==> src/rtl/pc_fetch_unit.sv <==
// -----------------------------------------------------------------------------
// pc_fetch_unit
//
// Purpose
//   Instruction fetch front end. It owns the program counter, issues one
//   outstanding request at a time to instruction memory, and registers the
//   returned word together with the address it came from. It also handles
//   three other cases:
//     - Redirects (Branch_Taken / Branch_Target). A redirect that arrives
//       while a request is still outstanding is parked in a pending register.
//       It is applied when the memory answers, and the stale word is dropped.
//     - Downstream back-pressure (Stall). Once a word has been captured, Stall
//       parks the unit in HOLD with the word presented.
//     - Faults. A misaligned redirect target, or a memory that does not answer
//       within TIMEOUT_CYCLES, drives the unit into FAULT. FAULT is sticky
//       until rst_n is asserted.
//
// Parameters
//   RESET_PC        PC value loaded while rst_n is low.
//   TIMEOUT_CYCLES  Number of consecutive unacknowledged REQ cycles that
//                   raise the fault (1..255).
//
// Ports
//   clk            in   1   clock, rising edge
//   rst_n          in   1   asynchronous active-low reset
//   Next_PC        in  32   PC + 4 from the external incrementer stage
//   Branch_Target  in  32   redirect address
//   Branch_Taken   in   1   redirect request
//   Stall          in   1   downstream cannot take Instr
//   imem_ack       in   1   instruction memory answered the current request
//   imem_rdata     in  32   instruction word returned with imem_ack
//   PC             out 32   current fetch address
//   imem_req       out  1   fetch request (high only in REQ)
//   imem_addr      out 32   fetch address (equals PC)
//   Instr          out 32   last accepted instruction word
//   Instr_PC       out 32   address Instr was fetched from
//   Instr_Valid    out  1   Instr / Instr_PC valid
//   Fetch_Fault    out  1   sticky fault flag
// -----------------------------------------------------------------------------

// Invariant checker: watches the fetch unit's outputs.
module pc_fetch_unit_chk (
    input  logic clk,
    input  logic rst_n,
    input  logic imem_req,
    input  logic instr_valid,
    input  logic fetch_fault
);
    logic fault_seen_q;

    // Remember whether the fault flag was already raised at the previous edge.
    always_ff @(posedge clk or negedge rst_n) begin
        if (!rst_n) begin
            fault_seen_q <= 1'b0;
        end else begin
            fault_seen_q <= fetch_fault;
        end
    end

    // Output invariants: no request or valid data while faulted; fault is sticky.
    always @(posedge clk) begin
        if (rst_n) begin
            assert (!(imem_req && fetch_fault));
            assert (!(instr_valid && fetch_fault));
            assert (!fault_seen_q || fetch_fault);
        end
    end
endmodule

module pc_fetch_unit #(
    parameter logic [31:0] RESET_PC       = 32'h0000_0000,
    parameter int unsigned TIMEOUT_CYCLES = 15
) (
    input  logic        clk,
    input  logic        rst_n,
    input  logic [31:0] Next_PC,
    input  logic [31:0] Branch_Target,
    input  logic        Branch_Taken,
    input  logic        Stall,
    input  logic        imem_ack,
    input  logic [31:0] imem_rdata,
    output logic [31:0] PC,
    output logic        imem_req,
    output logic [31:0] imem_addr,
    output logic [31:0] Instr,
    output logic [31:0] Instr_PC,
    output logic        Instr_Valid,
    output logic        Fetch_Fault
);

    // Canonical NOP (addi x0, x0, 0) presented while nothing has been fetched.
    localparam logic [31:0] NOP_INSTR     = 32'h0000_0013;
    localparam logic [7:0]  TIMEOUT_LIMIT = 8'(TIMEOUT_CYCLES);

    typedef enum logic [1:0] {
        IDLE  = 2'b00,
        REQ   = 2'b01,
        HOLD  = 2'b10,
        FAULT = 2'b11
    } state_e;

    // Instruction addresses must be word aligned.
    function automatic logic misaligned(input logic [31:0] addr);
        return (addr[1:0] != 2'b00);
    endfunction

    state_e      state_q,    state_d;
    logic [31:0] pc_q,       pc_d;
    logic [31:0] instr_q,    instr_d;
    logic [31:0] instr_pc_q, instr_pc_d;
    logic        valid_q,    valid_d;
    logic        fault_q,    fault_d;
    logic        req_q,      req_d;
    logic [7:0]  wait_cnt_q, wait_cnt_d;
    logic        pend_q,     pend_d;
    logic [31:0] pend_tgt_q, pend_tgt_d;

    logic        redirect_s;
    logic [31:0] redirect_tgt_s;
    logic [7:0]  wait_cnt_inc_s;

    // A redirect presented in this cycle wins over an older parked one.
    always_comb begin
        redirect_s     = Branch_Taken | pend_q;
        redirect_tgt_s = Branch_Taken ? Branch_Target : pend_tgt_q;
        wait_cnt_inc_s = wait_cnt_q + 8'd1;
    end

    // Next-state and next-output logic for the fetch state machine.
    always_comb begin
        state_d    = state_q;
        pc_d       = pc_q;
        instr_d    = instr_q;
        instr_pc_d = instr_pc_q;
        valid_d    = valid_q;
        fault_d    = fault_q;
        wait_cnt_d = wait_cnt_q;
        pend_d     = pend_q;
        pend_tgt_d = pend_tgt_q;

        case (state_q)
            IDLE: begin
                // Any stray ack arriving here belongs to an abandoned request.
                state_d    = REQ;
                wait_cnt_d = 8'd0;
            end

            REQ: begin
                if (Branch_Taken && misaligned(Branch_Target)) begin
                    // The target is checked when the redirect is sampled, so
                    // the pending register only ever holds aligned targets.
                    state_d = FAULT;
                    fault_d = 1'b1;
                    valid_d = 1'b0;
                    pend_d  = 1'b0;
                end else if (imem_ack) begin
                    wait_cnt_d = 8'd0;
                    if (redirect_s) begin
                        // The returned word belongs to the abandoned path.
                        pc_d    = redirect_tgt_s;
                        valid_d = 1'b0;
                        pend_d  = 1'b0;
                    end else begin
                        instr_d    = imem_rdata;
                        instr_pc_d = pc_q;
                        valid_d    = 1'b1;
                        if (Stall) begin
                            state_d = HOLD;
                        end else begin
                            pc_d = Next_PC;
                        end
                    end
                end else begin
                    // The request stays outstanding; only the wait count moves.
                    valid_d    = 1'b0;
                    wait_cnt_d = wait_cnt_inc_s;
                    if (wait_cnt_inc_s >= TIMEOUT_LIMIT) begin
                        state_d = FAULT;
                        fault_d = 1'b1;
                        pend_d  = 1'b0;
                    end else if (Branch_Taken) begin
                        pend_d     = 1'b1;
                        pend_tgt_d = Branch_Target;
                    end else begin
                        pend_d = pend_q;
                    end
                end
            end

            HOLD: begin
                if (Branch_Taken) begin
                    if (misaligned(Branch_Target)) begin
                        state_d = FAULT;
                        fault_d = 1'b1;
                        valid_d = 1'b0;
                    end else begin
                        pc_d       = Branch_Target;
                        valid_d    = 1'b0;
                        wait_cnt_d = 8'd0;
                        state_d    = REQ;
                    end
                end else if (!Stall) begin
                    pc_d       = Next_PC;
                    valid_d    = 1'b0;
                    wait_cnt_d = 8'd0;
                    state_d    = REQ;
                end else begin
                    state_d = HOLD;
                end
            end

            FAULT: begin
                valid_d = 1'b0;
                fault_d = 1'b1;
            end

            default: begin
                state_d = FAULT;
                fault_d = 1'b1;
                valid_d = 1'b0;
            end
        endcase

        // The request strobe is registered so it does not depend on inputs.
        req_d = (state_d == REQ);
    end

    // State and output registers with asynchronous reset.
    always_ff @(posedge clk or negedge rst_n) begin
        if (!rst_n) begin
            state_q    <= IDLE;
            pc_q       <= RESET_PC;
            instr_q    <= NOP_INSTR;
            instr_pc_q <= RESET_PC;
            valid_q    <= 1'b0;
            fault_q    <= 1'b0;
            req_q      <= 1'b0;
            wait_cnt_q <= 8'd0;
            pend_q     <= 1'b0;
            pend_tgt_q <= 32'h0000_0000;
        end else begin
            state_q    <= state_d;
            pc_q       <= pc_d;
            instr_q    <= instr_d;
            instr_pc_q <= instr_pc_d;
            valid_q    <= valid_d;
            fault_q    <= fault_d;
            req_q      <= req_d;
            wait_cnt_q <= wait_cnt_d;
            pend_q     <= pend_d;
            pend_tgt_q <= pend_tgt_d;
        end
    end

    assign PC          = pc_q;
    assign imem_req    = req_q;
    assign imem_addr   = pc_q;
    assign Instr       = instr_q;
    assign Instr_PC    = instr_pc_q;
    assign Instr_Valid = valid_q;
    assign Fetch_Fault = fault_q;

    pc_fetch_unit_chk u_chk (
        .clk         (clk),
        .rst_n       (rst_n),
        .imem_req    (req_q),
        .instr_valid (valid_q),
        .fetch_fault (fault_q)
    );

endmodule

==> config.mk <==
export PLATFORM = sky130hd
export DESIGN_NAME = pc_fetch_unit
export DESIGN_NICKNAME = d
export VERILOG_FILES = /design/src/rtl/pc_fetch_unit.sv
export SDC_FILE = /design/constraint.sdc
export NUM_CORES = 1
export LEC_CHECK = 0
export BUFFER_PORTS_ARGS = -buffer_cell sky130_fd_sc_hd__buf_4
export CELL_PAD_IN_SITES_DETAIL_PLACEMENT = 0
export CELL_PAD_IN_SITES_GLOBAL_PLACEMENT = 1
export CORE_UTILIZATION = 39
export CTS_CLUSTER_SIZE = 20
export DETAILED_ROUTE_END_ITERATION = 10
export GPL_TIMING_DRIVEN = 0
export MAX_ROUTING_LAYER = met4
export PLACE_DENSITY_LB_ADDON = 0.1
export SETUP_SLACK_MARGIN = 0.15
export SYNTH_ARGS = -nofsm -noshare
export SYNTH_HDL_FRONTEND = slang
export SYNTH_HIERARCHICAL = 1
export SYNTH_SLANG_ARGS = --single-unit
export TNS_END_PERCENT = 1
==> constraint.sdc <==
create_clock -name clk -period 2.7 [get_ports clk]
set_input_delay 0.675 -clock clk [delete_from_list [all_inputs] [get_ports clk]]
set_output_delay 0.675 -clock clk [all_outputs]
set_load 0.02 [all_outputs]
==> Word level (Yosys, flattened, before mapping) <==
Cells that the tools add are included.
{ "totals": {"latch_bits": 0, "mem_bits_rw": 0, "output_inout_bits": 131, "mem_bits_ro": 0, "memories": 0, "input_bits": 101, "reg_bits": 142} }
{ "classes": {"n_eq_ne": 13, "magnitude_cmp": 1, "n_mux": 40, "n_bitwise": 5, "reduce_logical": 14, "multipliers": 0, "addsub": 1, "n_shift": 0, "div": 0} }
{ "ops": {"columns": ["operator", "n"], "rows": [
  ["32-bit two-way mux", 7],
  ["32-bit case mux with 2 select lines", 1],
  ["8-bit two-way mux", 5],
  ["8-bit case mux with 3 select lines", 1],
  ["2-bit two-way mux", 8],
  ["4-bit AND reduction", 4],
  ["1-bit two-way mux", 15],
  ["3-bit != test, second input constant", 4],
  ["8-bit by 1-bit adder with 8-bit output, second input constant", 1],
  ["8-bit by 4-bit >= comparator with 1-bit output, second input constant", 1],
  ["2-bit != test, second input constant", 4],
  ["1-bit case mux with 3 select lines", 2],
  ["2-bit case mux with 3 select lines", 1],
  ["3-bit nonzero test", 2],
  ["5-bit AND reduction", 1],
  ["2-bit by 1-bit equality test with 1-bit output, second input constant", 2],
  ["2-bit equality test, second input constant", 2],
  ["1-bit NOT", 4],
  ["2-bit nonzero test", 2],
  ["4-bit nonzero test", 1],
  ["3-bit by 1-bit != test with 1-bit output, second input constant", 1],
  ["3-bit AND reduction", 1],
  ["2-bit zero test", 1],
  ["2-bit AND reduction", 1],
  ["2 further kinds", 2]
]} }

==> Longest topological paths before layout <==
{ "logic_depth": {"word_depth": 7, "ltp_mapped": 9} }

==> Least setup slack after synthesis <==
OpenSTA, ideal clock, no wires.
{ "synth_path": {"path_kind": "reg-to-reg", "from": "register wait_cnt_q[0]", "to": "register pend_tgt_q[24]", "stages_incl_launch_ff": 10, "path_slack_ns": 0.493, "n_path_buf": 3, "arrival_ns": 2.082, "cell_sequence": "dfrtp_1 -> ha_1 -> buf_2 -> maj3_2 -> o21a_1 -> o2bb2ai_2 -> and3_1 -> buf_6 -> buf_8 -> mux2_4"} }
{ "synth_via": {"elab_chain_cells": 4} }
{ "synth_lines": {"columns": ["element", "line", "rtl"], "rows": [
  ["start: declaration", "114", "logic [7:0] wait_cnt_q, wait_cnt_d;"],
  ["start signal: assignment", "249", "wait_cnt_q <= wait_cnt_d;"],
  ["8-bit by 1-bit adder with 8-bit output", "126", "wait_cnt_inc_s = wait_cnt_q + 8'd1;"],
  ["8-bit by 4-bit >= comparator with 1-bit output", "177", "if (wait_cnt_inc_s >= TIMEOUT_LIMIT) begin"],
  ["1-bit NOT (no source line)", null, null],
  ["4-bit AND reduction (no source line)", null, null],
  ["end signal: assignment", "251", "pend_tgt_q <= pend_tgt_d;"],
  ["end: declaration", "116", "logic [31:0] pend_tgt_q, pend_tgt_d;"]
]} }
Every way passes these cells.
A chain may end at the register's enable or synchronous reset.

==> Worst setup path in the final report <==
{ "layout_path": {"from": "register wait_cnt_q[0]", "to": "register pend_tgt_q[30]"} }
The elaborated chain is that of the path after synthesis.

==> tab_implementation.tex <==
\begin{tabular}{lr}
\hline
Metric & Value \\
\hline
\multicolumn{2}{l}{\textbf{Critical path}} \\
Flop2flop setup slack & 0.29 ns \\
CP Data Arrival Time & about 2.7 ns \\
Critical path depth in cells & 9 \\
Top delay family on crit path & adder cells \\
Worst R2R Start & wait\_cnt\_q[0] \\
Worst Path Class, Setup & flop to flop \\
Maximum cell stage delay along the critical path & about 0.45 ns \\
End of the worst register-to-register path & pend\_tgt\_q[30] \\
Startpoint type of the worst setup path & flop \\
Slowest stage cell, crit path & dfrtp\_1 \\
Worst Path Required & roughly 3.0 ns \\
Worst r2r path cells & 9 \\
Max FO, Critical Path & 10 \\
Worst setup EP type & flop \\
Cell Chain, Critical Path & ha\_1, buf\_2, maj3\_2, o21a\_1, o2bb2ai\_4, and3\_1, buf\_6, buf\_8, mux2\_4 \\
Count of buffer and inverter cells on the critical path & 3 \\
\multicolumn{2}{l}{\textbf{Floorplanning}} \\
Initial core utilization & approximately two fifths \\
Placeable core region & approximately 17,000 sq um \\
Die X & approximately 130 microns \\
Die area & $\sim$18,000 sq um \\
Ports & approximately 230 \\
Floorplan die height & 134 microns \\
Site row count & between 40 and 50 \\
\multicolumn{2}{l}{\textbf{Power}} \\
Worst vdd ir & 427 uV \\
Power density over the cells & $\sim$630 nW/um\^{}2 \\
Total chip power & around 6.0 mW \\
P\_leak & approximately 4.7 nW \\
\multicolumn{2}{l}{\textbf{Min path}} \\
Type of the worst min-delay path & input pin to async pin \\
\multicolumn{2}{l}{\textbf{Detailed routing}} \\
Met2 WL & around 8900 microns \\
Count of nets left with antenna violations after detail routing & 0 \\
1st-pass router iterations & 4 \\
Remaining routing DRC violations & 0 \\
Routed wire length per instance & 17.4 microns \\
Top sig layer & met4 \\
Wirelength, routed & around 18,000 microns \\
Wire length on met1 & 7950 microns \\
Overall via count from detail\_route & just over 5k \\
DR vias/cell & approximately 5.0 \\
Amount of wire on met3 after detailed routing & roughly 1000 microns \\
Iteration-0 DRC count of the detailed router & 284 \\
\multicolumn{2}{l}{\textbf{Yosys}} \\
Syn nets & about 660 \\
Synth Flop Type & dfrtp\_1 \\
Sequential cell area fraction in the yosys report & 52.4\% \\
Number of instances in the synthesized netlist & 554 \\
Fraction of registers with async set/reset & between 90\% and 100\% \\
Post-synthesis cell type count & 44 \\
Number of flip-flops and latches in the synthesized netlist & approximately 140 \\
Yosys synthesis warning count & 6 \\
Netlist area before placement & 6790 sq um \\
Synthesized area per cell & about 12 sq um \\
Number of enable-type register cells in the synthesized netlist & 0 \\
\multicolumn{2}{l}{\textbf{Place}} \\
Routability Congestion & between 0.8 and 0.9 \\
Number of cells after detailed placement & roughly 1k \\
Port buffer count & 230 \\
Detailed placer's ending HPWL & between 10,000 and 15,000 microns \\
Post-place instance area & 8820 sq um \\
\multicolumn{2}{l}{\textbf{STA}} \\
Upper clock frequency limit & 415 MHz \\
Setup repair after global routing missed its margin & no \\
Max Slew Vio Count & 0 \\
Total negative setup slack & 0 ns \\
Post-route minimum period & about 2.4 ns \\
Final clock skew & between 0.008 and 0.009 ns \\
Finish-stage setup viols & 0 \\
Final cycle utilization of the critical path & 89.3\% \\
Endpoints failing hold & 0 \\
Slew of the pin with the lowest slew margin & around 0.8 ns \\
Max-Slew Margin vs Limit & 46.2\% \\
\multicolumn{2}{l}{\textbf{Clock tree}} \\
Clock-pin slew on the worst setup and hold paths & approximately 0.060 ns \\
Clock tree from TritonCTS & built \\
Post-CTS setup buffers & 0 \\
TritonCTS buffer count & 17 \\
Count of clock tree sinks & approximately 140 \\
Clock root buffer master & clkbuf\_16 \\
Clk\_lat worst skew & 0.42 ns \\
Maximum buffer depth of the clock tree & 2 \\
H-Tree Depth & 4 \\
\multicolumn{2}{l}{\textbf{Final layout}} \\
Post-route cell area & 9480 sq um \\
Net count reported at finish & slightly above 900 \\
Final Non-Filler Cells & between 1k and 1.5k \\
Number of diodes added for antenna fixing & 0 \\
Area grow syn2layout & 39.6\% \\
Utilization after layout & approximately 56\% \\
Proportion of layout cells with a drive suffix above 1 & around half \\
\multicolumn{2}{l}{\textbf{Global route}} \\
Total global routing track utilization & about a fifth \\
Number of global-route vias before repair & roughly 5.3k \\
Largest net degree at the start of global routing & 88 \\
Global-route congestion overflow total & 0 \\
Antenna violations before repair & 0 \\
Wire length of the first global-routing pass & roughly 29,000 microns \\
\multicolumn{2}{l}{\textbf{Flow run}} \\
Max-Cap Viols & 0 \\
\multicolumn{2}{l}{\textbf{Run status}} \\
Status & complete, no violations \\
\hline
\end{tabular}
[synth_stat cells, types with 2 or more instances]
master | n | share of area (%)
nand3_1 | 8 | 0.59
and3_1 | 5 | 0.46
ha_1 | 2 | 0.37
dfstp_2 | 3 | 1.2
mux2_4 | 27 | 6.0
mux2i_1 | 31 | 4.6
buf_2 | 10 | 0.74
o21a_1 | 2 | 0.22
nand2b_1 | 2 | 0.18
inv_1 | 4 | 0.22
nand2_1 | 41 | 2.3
nor2b_1 | 36 | 3.3
a22o_1 | 32 | 4.1
o21ai_1 | 2 | 0.15
dfrtp_1 | 139 | 51
nor2_1 | 11 | 0.61
mux2_2 | 67 | 11
a31oi_1 | 3 | 0.28
or2_2 | 2 | 0.18
clkbuf_1 | 13 | 0.72
buf_12 | 2 | 0.59
o21ai_0 | 46 | 3.4
a21oi_1 | 5 | 0.37
buf_4 | 40 | 4.4
o31ai_1 | 2 | 0.22
[how the worst max path moves through the flow]
stage | start | to | slack [ns]
2_1_floorplan | wait_cnt_q[0] | pend_tgt_q[24] | 0.49
3_3_place_gp | Branch_Taken | wait_cnt_q[7] | 0.12
3_5_place_dp | Branch_Taken | wait_cnt_q[7] | 0.06
4_1_cts | wait_cnt_q[0] | pend_tgt_q[30] | 0.25
5_1_grt | wait_cnt_q[0] | pend_tgt_q[30] | 0.19
6_report | wait_cnt_q[0] | pend_tgt_q[30] | 0.29
[final cells by class]
class                           instances  area, sq um
Fill cell                            1477         7340
Sequential cell                       142         3560
Multi-Input combinational cell        341         2760
Timing Repair Buffer                  231         1760
Buffer                                 67          465
Clock buffer                           20          457
Tap cell                              220          275
Clock inverter                         12          184
Inverter                                4         15.0
[cell usage in the layout, fill, tap and decap left out, types with 4 or more instances in the layout]
cell type and instances:
a21oi_1 5, a22o_1 32, and3_1 5, buf_2 10, buf_4 269, bufinv_16 4, clkbuf_1 14, clkbuf_16 17
clkinvlp_4 4, dfrtp_1 139, inv_1 4, mux2_2 67, mux2_4 27, mux2i_1 31, nand2_1 41, nand3_1 8
nor2_1 11, nor2b_1 36, o21ai_0 46
[registers in the layout, summed over array words and instances, names as in the netlist, 2 cells and up]
register / count
pend_tgt_q: 32
state_q: 2
Instr_PC: 32
wait_cnt_q: 8
Instr: 32
PC: 32
[stage by stage]
step | hold slack, ns | setup slack [ns]
global route | 0.239 | 0.188
finish | 0.203 | 0.290
detailed placement | 0.473 | 0.0573
global placement | 0.460 | 0.116
CTS | 0.217 | 0.249
floorplan | 0.379 | 0.493
[report_power, final]
part / switching (mW) / internal (mW) / total, mW
combinational: 0.497 / 0.547 / 1.04
clock: 0.925 / 1.60 / 2.53
sequential: 0.129 / 2.28 / 2.41
[worst reg2reg max path, cell delays in order (launching register included)]
cell and delay, ns:
dfrtp_1 0.45, ha_1 0.22, buf_2 0.17, maj3_2 0.31, o21a_1 0.14, o2bb2ai_4 0.17
and3_1 0.20, buf_6 0.16, buf_8 0.17, mux2_4 0.31
[kinds of logic after synthesis]
kind of cell | synth area share [%]
flip-flops | 52.4
multiplexers | 21.7
XOR/XNOR | 0.129
AO/OA/AOI/OAI | 9.57
AND/OR/NAND/NOR | 8.64
adder cells (fa/ha/maj) | 0.534
buffers and inverters | 7.08
[layer usage]
layer | up-vias | GRT usage [%]
met5 | - | -
met3 | 16 | 4.35
met1 | 2520 | 26.9
met2 | 184 | 34.4
met4 | 0 | 7.07
li1 | 2426 | -
[repair_timing]
item                       in CTS  in global routing
setup endpoints to repair       0                 11
gates resized for setup         0                  1
hold buffers                    0                  0
No activity file was read; power rests on OpenSTA's default activity.
